[src/rtl/mac_pkg.sv]
// Shared types and helpers for the serial MAC framing controller.
// State encodings for the TX and RX framers plus frame length arithmetic.
package mac_pkg;

    typedef enum logic [2:0] {
        TX_IDLE,
        TX_START,
        TX_DATA,
        TX_PARITY,
        TX_STOP
    } tx_state_t;

    typedef enum logic [2:0] {
        RX_IDLE,
        RX_DATA,
        RX_PARITY,
        RX_STOP,
        RX_BREAK
    } rx_state_t;

    function automatic int frame_len(input int data_w, input int parity_en);
        return data_w + 2 + parity_en;
    endfunction

endpackage

[src/rtl/mac_rx_deser.sv]
// Serial frame deserialiser: input sync flop, RX FSM, shift register,
// parity and stop-bit checks.
module mac_rx_deser
    import mac_pkg::*;
#(
    parameter int DATA_W    = 8,
    parameter int PARITY_EN = 1
) (
    input  logic              clk,
    input  logic              reset_n,
    input  logic              line,
    output logic [DATA_W-1:0] rx_data,
    output logic              rx_valid,
    output logic              rx_parity_err,
    output logic              rx_frame_err
);

    localparam int CW = $clog2(DATA_W);

    rx_state_t         state;
    logic              rx_s;
    logic [CW-1:0]     cnt;
    logic [DATA_W-1:0] shreg;
    logic              pbit;

    always_ff @(posedge clk) begin
        if (!reset_n) begin
            state         <= RX_IDLE;
            rx_s          <= 1'b1;
            cnt           <= '0;
            shreg         <= '0;
            pbit          <= 1'b0;
            rx_data       <= '0;
            rx_valid      <= 1'b0;
            rx_parity_err <= 1'b0;
            rx_frame_err  <= 1'b0;
        end else begin
            rx_s          <= line;
            rx_valid      <= 1'b0;
            rx_parity_err <= 1'b0;
            rx_frame_err  <= 1'b0;
            unique case (state)
                RX_IDLE: begin
                    if (!rx_s) begin
                        state <= RX_DATA;
                        cnt   <= '0;
                    end
                end
                RX_DATA: begin
                    shreg <= {rx_s, shreg[DATA_W-1:1]};
                    cnt   <= cnt + 1'b1;
                    if (cnt == CW'(DATA_W - 1))
                        state <= (PARITY_EN != 0) ? RX_PARITY : RX_STOP;
                end
                RX_PARITY: begin
                    pbit  <= rx_s;
                    state <= RX_STOP;
                end
                RX_STOP: begin
                    rx_valid      <= 1'b1;
                    rx_data       <= shreg;
                    rx_parity_err <= (PARITY_EN != 0) && ((^shreg) != pbit);
                    rx_frame_err  <= !rx_s;
                    // A low stop bit means a held-low line; wait for it to release
                    state         <= rx_s ? RX_IDLE : RX_BREAK;
                end
                RX_BREAK: begin
                    if (rx_s)
                        state <= RX_IDLE;
                end
                default: state <= RX_IDLE;
            endcase
        end
    end

endmodule

[src/rtl/mac_frame_ctrl.sv]
// Serial MAC framing controller: TX framer, loopback mux and RX deserialiser.
// Frames are start bit, data LSB-first, optional even parity, stop bit.
module mac_frame_ctrl
    import mac_pkg::*;
#(
    parameter int DATA_W    = 8,
    parameter int PARITY_EN = 1
) (
    input  logic              clk,
    input  logic              reset_n,
    input  logic [DATA_W-1:0] tx_data,
    input  logic              tx_valid,
    output logic              tx_ready,
    output logic              tx_done,
    output logic              mac_tx,
    input  logic              mac_rx,
    input  logic              loopback,
    output logic [DATA_W-1:0] rx_data,
    output logic              rx_valid,
    output logic              rx_parity_err,
    output logic              rx_frame_err
);

    localparam int CW = $clog2(DATA_W);

    tx_state_t         state;
    logic [CW-1:0]     cnt;
    logic [DATA_W-1:0] shreg;
    logic              par;
    logic              rx_line;

    always_ff @(posedge clk) begin
        if (!reset_n) begin
            state    <= TX_IDLE;
            cnt      <= '0;
            shreg    <= '0;
            par      <= 1'b0;
            mac_tx   <= 1'b1;
            tx_ready <= 1'b0;
            tx_done  <= 1'b0;
        end else begin
            tx_done <= 1'b0;
            unique case (state)
                TX_IDLE: begin
                    if (tx_valid && tx_ready) begin
                        state    <= TX_START;
                        tx_ready <= 1'b0;
                        mac_tx   <= 1'b0;
                        shreg    <= tx_data;
                        par      <= ^tx_data;
                    end else begin
                        tx_ready <= 1'b1;
                        mac_tx   <= 1'b1;
                    end
                end
                TX_START: begin
                    mac_tx <= shreg[0];
                    shreg  <= shreg >> 1;
                    cnt    <= '0;
                    state  <= TX_DATA;
                end
                TX_DATA: begin
                    // Bit 0 left in START, so the last data bit is out when cnt wraps
                    if (cnt == CW'(DATA_W - 1)) begin
                        if (PARITY_EN != 0) begin
                            mac_tx <= par;
                            state  <= TX_PARITY;
                        end else begin
                            mac_tx  <= 1'b1;
                            tx_done <= 1'b1;
                            state   <= TX_STOP;
                        end
                    end else begin
                        mac_tx <= shreg[0];
                        shreg  <= shreg >> 1;
                        cnt    <= cnt + 1'b1;
                    end
                end
                TX_PARITY: begin
                    mac_tx  <= 1'b1;
                    tx_done <= 1'b1;
                    state   <= TX_STOP;
                end
                TX_STOP: begin
                    tx_ready <= 1'b1;
                    state    <= TX_IDLE;
                end
                default: state <= TX_IDLE;
            endcase
        end
    end

    assign rx_line = loopback ? mac_tx : mac_rx;

    mac_rx_deser #(
        .DATA_W   (DATA_W),
        .PARITY_EN(PARITY_EN)
    ) u_rx (
        .clk          (clk),
        .reset_n      (reset_n),
        .line         (rx_line),
        .rx_data      (rx_data),
        .rx_valid     (rx_valid),
        .rx_parity_err(rx_parity_err),
        .rx_frame_err (rx_frame_err)
    );

endmodule
[config.mk]
export PLATFORM = sky130hd
export DESIGN_NAME = mac_frame_ctrl
export DESIGN_NICKNAME = d
export VERILOG_FILES = /design/src/rtl/mac_pkg.sv /design/src/rtl/mac_rx_deser.sv /design/src/rtl/mac_frame_ctrl.sv
export SDC_FILE = /design/constraint.sdc
export NUM_CORES = 1
export LEC_CHECK = 0
export ABC_AREA = 1
export CAP_MARGIN = 20
export CORE_MARGIN = 10
export CORE_UTILIZATION = 49
export CTS_CLUSTER_DIAMETER = 150
export DETAILED_ROUTE_END_ITERATION = 8
export PLACE_DENSITY = 0.75
export SYNTH_ARGS = -nofsm -noshare
export SYNTH_HDL_FRONTEND = slang
export SYNTH_SLANG_ARGS = --single-unit
export TNS_END_PERCENT = 50
[constraint.sdc]
create_clock -name clk -period 1.32 [get_ports clk]
set_clock_uncertainty 0.15 [all_clocks]
set_input_delay 0.264 -clock clk [delete_from_list [all_inputs] [get_ports clk]]
set_output_delay 0.264 -clock clk [all_outputs]
set_load 0.03 [all_outputs]
# Yosys cells after proc, flatten, opt, wreduce, memory -nomap -nowiden

Cells that the tools add are included.

Register bits after elaboration: 45
Bits of input ports: 13
Output and inout port bits: 14
Word-level logic and storage cells: 75

Add/subtract/negate cells: 2
Equal/unequal tests: 17
Mux-type cells: 22
Reduce and logical (&&, ||, !) cells: 18

Operators by type and width:

| cell                  | number |
|---|---|
| $mux W3               | 8 |
| $pmux W8 S3           | 1 |
| $mux W8               | 2 |
| $reduce_xor A8 Y1     | 2 |
| $pmux W3 S5           | 1 |
| $eq A3 B2 Y1 const B  | 4 |
| $eq A3 B3 Y1 const B  | 4 |
| $pmux W3 S2           | 2 |
| $pmux W3 S4           | 1 |
| $reduce_and A2 Y1     | 5 |
| $ne A2 B2 Y1 const B  | 4 |
| $add A3 B1 Y3 const B | 2 |
| $eq A3 B1 Y1 const B  | 2 |
| $logic_not A3 Y1      | 2 |
| $reduce_and A3 Y1     | 2 |
| $reduce_bool A2 Y1    | 3 |
| $mux W1               | 5 |
| $ne A2 B1 Y1 const B  | 2 |
| $pmux W1 S4           | 1 |
| $reduce_bool A4 Y1    | 1 |
| $reduce_bool A3 Y1    | 1 |
| $pmux W1 S2           | 1 |
| $logic_and A1 B1 Y1   | 1 |
| $logic_not A1 Y1      | 1 |
| $ne A1 B1 Y1          | 1 |

# Longest topological paths before layout

Gate-level depths: netlist of the first run.

Word-level depth: 3
Mapped depth: 10
Mapped depth without buffers: 10

# Cells and area by module

Synthesis of the first run repeated with hierarchy kept, for this count alone.

Cells, all modules: 302
Area total of the unflattened synthesis: 2,175.8 um^2

Modules (own cells, without submodules):

| module         | times used | cells an instance | area each (um^2) | seq. area each (um^2) |
|---|---|---|---|---|
| mac_rx_deser   | 1          | 142               | 1,141.1          | 540.5 |
| mac_frame_ctrl | 1          | 160               | 1,034.7          | 360.3 |

# Least setup slack after synthesis of the first run

OpenSTA, ideal clock, no wires.

Path kind: register -> register
Start point: register tx_ready
End point: register shreg[5]
Library setup time: 0.112 ns
Arrival: 1.180 ns
Data required time: 1.058 ns
Slack: -0.123 ns
Cell stages (with the launch flop): 7
Path buffers: 1
Path through: dfxtp_1 -> nand2_1 -> nand3_1 -> nand3_4 -> buf_6 -> nor2_1 -> nor2_2

Word-level cells in the longest chain between the ends: 3

Ends and longest elaborated chain:

| what                        | line                 | source |
|---|---|---|
| start, declared             | mac_frame_ctrl.sv:13 | `output logic tx_ready,` |
| start signal, assigned      | mac_frame_ctrl.sv:39 | `tx_ready <= 1'b0;` |
| start signal, assigned      | mac_frame_ctrl.sv:47 | `tx_ready <= 1'b0;` |
| start signal, assigned      | mac_frame_ctrl.sv:52 | `tx_ready <= 1'b1;` |
| $logic_and A1 B1 Y1         | mac_frame_ctrl.sv:45 | `if (tx_valid && tx_ready) begin` |
| $ne A2 B2 Y1 (no line)      | --                   |  |
| $reduce_and A3 Y1 (no line) | --                   |  |
| end signal, assigned        | mac_frame_ctrl.sv:49 | `shreg <= tx_data;` |
| end signal, assigned        | mac_frame_ctrl.sv:58 | `shreg <= shreg >> 1;` |
| end signal, assigned        | mac_frame_ctrl.sv:75 | `shreg <= shreg >> 1;` |
| end, declared               | mac_frame_ctrl.sv:28 | `logic [DATA_W-1:0] shreg;` |

No other way between the ends.
A chain may end at the register's enable or synchronous reset.

# Worst setup path after layout of the first run

Start point: register state[0]
End point: register shreg[7]

Word-level cells in the longest chain between the ends: 3

Ends and longest elaborated chain:

| what                                                         | line                 | source |
|---|---|---|
| start, declared                                              | mac_frame_ctrl.sv:26 | `tx_state_t state;` |
| start signal, assigned                                       | mac_frame_ctrl.sv:34 | `state <= TX_IDLE;` |
| start signal, assigned                                       | mac_frame_ctrl.sv:46 | `state <= TX_START;` |
| start signal, assigned                                       | mac_frame_ctrl.sv:60 | `state <= TX_DATA;` |
| $eq A3 B2 Y1 (tied with other cells)                         | mac_frame_ctrl.sv:43 | `unique case (state)` |
| $ne A2 B2 Y1 (no line) or $reduce_bool A3 Y1 (tied branches) | --                   |  |
| $reduce_and A3 Y1 (no line)                                  | --                   |  |

Several ways; a longest one is shown, not always the timed one.

==> impl_results.md, run 1 <==
* Post-detail-place hpwl at 3.22 mm
* Largest net degree at the start of global routing at 29
* Final wirelength at 5.66 mm
* Hold path depth at 5
* Synth warn at 0
* Diode count at 0
* Clock slew at reported path FFs at 0.08 ns
* Starting Density at 49.9%
* Worst setup margin at -0.148 ns
* Fin crit share at 111%
* Average size of a mapped cell at 7.01 sq um
* Syn-to-layout area delta at 39.2%
* Min cycle time layout at 1.47 ns
* Worst Setup Start Kind: flip-flop
* Total power divided by cell area at 1980 mW/mm^2
* Flops & latches, synth at 45
* DRC at 0
* CTS Root Buffer Type: clkbuf_8
* CTS tree: yes
* Crit Path Max Fanout at 8
* Pleak at 0.00144 uW
* Routed via count at around 2100
* Routed Antenna Nets at 0
* Max Cap Viol at 0
* Nets@finish at 383
* Worst slack, placed at -0.358 ns
* Number of port buffers at 26
* Slew HR at roughly 68%
* Core ar. at 0.00432 sq mm
* Commonest non-fill, non-tap cell in the layout: nand2_1
* Top post-synthesis cells by area: dfxtp_1 (42%), nand2_1 (16%), a21oi_1 (6.5%)
* Share of layout cells above drive strength 1 at a little under a third
* Worst Max-Slew Pin Slew at a little under 0.5 ns
* Total CTS buffers at 5
* Number of global-route vias before repair at 1978
* Die Span Y at about 86 um
* Hold Violations, Final at 0
* Wire length per cell at 13.5 um
* Crit path kind: reg2reg
* Synth Net Count at 325
* Commonest cells after routing, fill and taps aside: nand2_1 (81), buf_4 (39), dfxtp_1 (32)
* Post-Layout Cell Count at 418
* Fill cells at between 300 and 400
* Cell area after layout at around 0.003 sq mm
* Initial antenna violation count at 0
* Die X-Extent at 86.4 um
* Area leader, netlist: dfxtp_1
* First-pass GRT wire length at 8.59 mm
* CP Capture Type: flip-flop
* CTS H-Tree Depth at 2
* Synth unique cells at 28
* RSZ-0062 raised after global routing: true
* Placed cells at 399
* Drt first pass iters at 4
* GR Util All Layers at between 10% and 20%
* Clock Path Buffers at 2
* Yosys top cell area share at 41.7%
* Failing checks: negative setup slack
* Ports at 27
* Sequential share of the synthesized area at around two fifths
* Final setup viols at 14
* # clock sinks at 45
* Mapped Cells at between 300 and 400
* Worst EP required at between 1 and 1.5 ns
* Peak VDD IR at around 1.3 mV
* Row count at 24
* Peak Freq at between 600 and 700 MHz
* DP Area at 0.00259 sq mm
* DR iter-0 viols at 91
* Clock Latency Late Sink at 0.30 ns
* Vias per std cell at 5.10
* Synthesized area at 0.00216 sq mm
* CTS Hold Bufs at 0
* Hold slack final at 0.264 ns
* R2r worst-path depth at 9
* CP arrival at 1.50 ns
* Routability cong. at 0.805
* HP Class: in2reg
* Slew Limit Fails at 0
* GRT Residual Overflow at 0
* Power consumption at between 5000 and 6000 uW
* Die Area at 0.00746 sq mm
* Status: finished with violations
[layer usage]
metal,global-route usage [%],part of all wire (%),routed length [um],up-vias
met5,0,0,0,-
met4,6.19,1.6,89,0
met3,3.66,4.0,225,9
met2,23.7,52,2920,44
met1,16.1,43,2430,986
li1,-,-,-,1094
[final cells by class]
type	count	area [sq um]	area share, %
multi-input combinational	222	1270	42.2
tap	52	65.1	2.16
inverter	34	138	4.58
sequential	45	925	30.8
timing repair inverter	1	7.51	0.250
clock buffer	7	86.3	2.87
timing repair buffer	57	518	17.2
[cell usage after synthesis, drive strengths merged]
| master | n |
|---|---|
| nand2 | 94 |
| dfxtp | 45 |
| nor2 | 35 |
| inv | 34 |
| a21oi | 28 |
| o21ai | 25 |
| nand3 | 17 |
| buf | 6 |
| ha | 4 |
| xnor2 | 4 |
| xor2 | 4 |
| nor3 | 3 |
| a211oi | 2 |
| clkbuf | 2 |
| or2 | 2 |
| a21boi | 1 |
| nand4 | 1 |
| nor3b | 1 |
[timing repair]
| item | in CTS | in global routing |
|---|---|---|
| setup buffers | 6 | 4 |
| gates resized for setup | 31 | 43 |
| endpoints found under the setup margin | 17 | 38 |
| gates cloned | 2 | 0 |
| hold endpoints to repair | 0 | 0 |
| pin swaps | 12 | 9 |
[sequential cells by signal (all words and copies together), names as in the netlist]
| register | cells |
|---|---|
| shreg | 8 |
| u_rx.pbit | 1 |
| u_rx.rx_data | 8 |
| par | 1 |
| u_rx.cnt | 3 |
| u_rx.rx_valid | 1 |
| tx_ready | 1 |
| state | 3 |
| mac_tx | 1 |
| u_rx.state | 3 |
| u_rx.rx_s | 1 |
| tx_done | 1 |
| u_rx.rx_frame_err | 1 |
| u_rx.rx_parity_err | 1 |
| cnt | 3 |
| u_rx.shreg | 8 |
[per-stage QoR]
stage	TNS (ns)	utilization [%]
detailed placement	-9.23	59.8
global route	-1.98	69.5
finish	-0.982	69.5
floorplan	-0.0143	-
global placement	-8.35	59.8
CTS	-0.560	66.1
[where the power goes]
part,total (uW),internal (uW),switching [uW]
Combinational,3130,1310,1820
Sequential,1960,1680,271
Clock,862,416,447
[critical path, stage by stage (launching register included)]
cell     delay (ns)
dfxtp_4        0.37
inv_4          0.06
nand2_4        0.05
nor2_4         0.15
buf_12         0.16
inv_6          0.05
nand2_8        0.08
nor2_1         0.05
nor2_1         0.16
nor3b_2        0.07
[cells by family after synthesis]
group	count (synthesis)	share of synthesized area, %
xor gates and xnor gates	8	3.24
adders and majority gates	4	2.32
buffers and inverters	42	8.69
and+or+nand+nor	153	30.7
AOI/OAI and AO/OA	56	13.3
DFF	45	41.7
[worst paths after layout]
path	start	to	slack, ns
max	state[0]	shreg[7]	-0.15
min	tx_data[3]	shreg[3]	0.26
max reg2reg	state[0]	shreg[7]	-0.15
min reg2reg	u_rx.cnt[0]	u_rx.cnt[0]	0.28
(Power assumes the default switching activity.)
==> run 2, diff against run 1 <==
--- a/config.mk
+++ b/config.mk
@@ -14,5 +14,6 @@
 export PLACE_DENSITY = 0.75
 export SYNTH_ARGS = -nofsm -noshare
 export SYNTH_HDL_FRONTEND = slang
+export SYNTH_HIERARCHICAL = 1
 export SYNTH_SLANG_ARGS = --single-unit
 export TNS_END_PERCENT = 50
==> constraint.sdc (replaced) <==
create_clock -name clk -period 1.34 [get_ports clk]
set_clock_uncertainty 0.15 [all_clocks]
set_input_delay 0.268 -clock clk [delete_from_list [all_inputs] [get_ports clk]]
set_output_delay 0.268 -clock clk [all_outputs]
set_load 0.03 [all_outputs]
==> impl_results.md, run 2 <==
* Top flop regs: shreg (8), u_rx/rx_data (8), u_rx/shreg (8)
* GR Util All Layers at 13.2% (-0.80 points)
* Sequential share of the synthesized area at 41.4% (-0.31 points)
* Hold slack final at 0.313 ns (+0.0490 ns)
* CTS H-Tree Depth at 2 (unchanged)
* CTS Root Buffer Type: clkbuf_8
* Worst Max-Slew Pin Slew at 0.330 ns (-0.156 ns)
* Placed cells at 403 (+1.0%)
* Top_reg_cell synth: dfxtp_1
* Final setup TNS at -0.0665 ns (+0.916 ns)
* Wire length per cell at 12.1 um (-11%)
* Largest stage delay on the critical path at 0.38 ns (about the same)
* Syn-to-layout area delta at 33.6%
* First-pass GRT wire length at 8.16 mm (-5.1%)
* Crit-path cells: nor2_4, nand2_8, inv_6, nand2_8, nand3_4, nand2_1, nand2_1, nor2_1
* HP Class: reg2reg
* Starting Density at 50.3% (+0.38 points)
* Die Span Y at 86.6 um (+0.29%)
* Worst setup margin at -0.0244 ns (+0.124 ns)
* Diode count at 0 (unchanged)
* Post-Layout Cell Count at 413 (-1.2%)
* Total CTS buffers at 5 (unchanged)
* Failing checks: negative setup slack
* Pleak at 0.00138 uW (-4.4%)
* Number of global-route vias before repair at 1901 (-3.9%)
* Slowest CP cell: dfxtp_4
* Final wirelength at 4.98 mm (-12%)
* Vias per std cell at 4.94 (-3.2%)
* Slew Limit Fails at 0 (unchanged)
* Peak Freq at 733 MHz (+7.6%)
* DRC at 0 (unchanged)
* Worst EP required at 1.38 ns (+0.03 ns)
* Core ar. at 0.00432 sq mm (unchanged)
* GRT Residual Overflow at 0 (unchanged)
* Clock slew at reported path FFs at 0.08 ns (about the same)
* Delay-heaviest family, CP: simple AND/OR/NAND/NOR gates
* Mapped Cells at 302 (-1.9%)
* Commonest cells after routing, fill and taps aside: nand2_1 (79), buf_4 (41), dfxtp_1 (36)
* Area leader, netlist: dfxtp_1
* CTS tree: yes
* CP Buf/Inv Count at 1 (-2)
* Top cells by count, synth: nand2_1 (82), dfxtp_1 (45), inv_1 (35)
* RSZ-0062 raised after global routing: true
* Largest net degree at the start of global routing at 16 (-45%)
* Min cycle time layout at 1.36 ns (-0.104 ns)
* Average size of a mapped cell at 7.20 sq um (+2.8%)
* Commonest non-fill, non-tap cell in the layout: nand2_1
* Share of layout cells above drive strength 1 at 27.1% (-3.2 points)
* Status: finished with violations
* Clock Path Buffers at 2 (unchanged)
* Clock Latency Late Sink at 0.30 ns (about the same)
* # clock sinks at 45 (unchanged)
* Number of port buffers at 26 (unchanged)
* Post-detail-place hpwl at 3.38 mm (+5.0%)
* Final setup viols at 7 (-7)
* Flops & latches, synth at 45 (unchanged)
* Die X-Extent at 86.6 um (+0.29%)
* Crit path kind: reg2reg
* Fin crit share at 102% (-9.4 points)
* CP arrival at 1.41 ns (-0.09 ns)
* Row count at 24 (unchanged)
* Most common cell in the netlist: nand2_1
* Ports at 27 (unchanged)
* Initial antenna violation count at 0 (unchanged)
* Synthesized area at 0.00218 sq mm (+0.75%)
* Max Cap Viol at 0 (unchanged)
* Synth unique cells at 33 (+18%)
* Die Area at 0.00751 sq mm (+0.58%)
* Crit Path Max Fanout at 8 (unchanged)
* Top post-synthesis cells by area: dfxtp_1 (41%), nand2_1 (14%), inv_1 (6.0%)
* Yosys top cell area share at 41.4% (-0.31 points)
* DR iter-0 viols at 138 (+52%)
* CP Capture Type: flip-flop
* Nets@finish at 377 (-1.6%)
* Routed via count at 2040 (-4.4%)
* EDFF count, synth at 0 (unchanged)
* Worst Setup Start Kind: flip-flop
* Routability cong. at 0.843 (+4.7%)
* Synth Net Count at 319 (-1.8%)
* Synth warn at 6 (+6)
* Slew HR at 78.0% (+10 points)
* Peak VDD IR at 0.970 mV (-23%)
* Total power divided by cell area at 1040 mW/mm^2 (-47%)
* Post-synthesis async set-or-reset flop share at 0% (unchanged)
* Hold Violations, Final at 0 (unchanged)
* Drt first pass iters at 4 (unchanged)
* Routed Antenna Nets at 0 (unchanged)
run 2: cell count changes after synthesis, sizes merged, moves of 3 or more:
cell / before / now
nor3: 3 / 0
nand2: 94 / 86
xor2: 4 / 1
inv: 34 / 41
run 2: worst paths after layout:
| check | startpoint | endpoint | slack, ns | depth (start not counted) |
|---|---|---|---|---|
| hold reg to reg | u_rx/cnt[1] | u_rx/cnt[1] | 0.31 | 2 |
| setup reg to reg | state[2] | shreg[0] | -0.02 | 8 |
| hold / removal | u_rx/cnt[1] | u_rx/cnt[1] | 0.31 | 2 |
| setup / recovery | state[2] | shreg[0] | -0.02 | 8 |
run 2: cell type report:
class / count / area [sq um]
multi-input cells: 211 / 1190
well taps: 52 / 65.1
clock buffers: 6 / 82.6
flip-flops and latches: 45 / 920
repair buffers: 56 / 470
inverters: 41 / 166
clock inverters: 2 / 13.8
fillers: 368 / 1420
run 2: kinds of logic (layout without fill, tap and decap cells):
kind of cell,count (synthesis),in the layout,share of synthesized area [%]
flip-flops,45,45,41.4
AND/OR/NAND/NOR,145,146,29.8
AO/OA/AOI/OAI,57,57,14.9
multiplexers,1,1,0.518
buffers and inverters,47,105,9.83
adder cells (fa/ha/maj),4,4,2.30
XOR/XNOR,3,3,1.21
run 2: per-stage QoR:
step	worst slack, ns	instance area, sq um	utilization (%)	power (uW)
after floorplan	-0.00386	2190	-	1910
after global placement	-0.256	2660	61.5	2090
after detailed placement	-0.278	2660	61.5	2110
after CTS	-0.0219	2830	65.4	3020
after global routing	-0.109	2910	67.2	3200
final	-0.0244	2910	67.2	3030
run 2: timing repair:
action | in CTS | in global routing
hold buffers | 0 | 0
gates resized for setup | 16 | 27
pin swaps | 3 | 7
setup buffers | 0 | 1
endpoints found under the setup margin | 13 | 25
cloned | 1 | 0
run 2: report_power, final:
part           switching [uW]  total (uW)  internal, uW  leakage (uW)
logic                     361         651           290      0.000952
registers                74.0        1500          1420      0.000372
clock network             466         884           418     0.0000512
run 2: layer usage:
metal / part of all wire (%) / global-route usage (%) / routed length [um] / vias up
met5: 0 / 0 / 0 / -
met4: 2.1 / 5.60 / 107 / 0
met3: 3.7 / 4.03 / 184 / 9
met2: 47 / 20.7 / 2340 / 25
met1: 47 / 16.2 / 2340 / 921
li1: - / - / - / 1085
run 2: tightest hold or removal path, stage by stage (launching register included):
cell     delay [ns]
dfxtp_1        0.32
nand2_1        0.06
a21oi_1        0.05
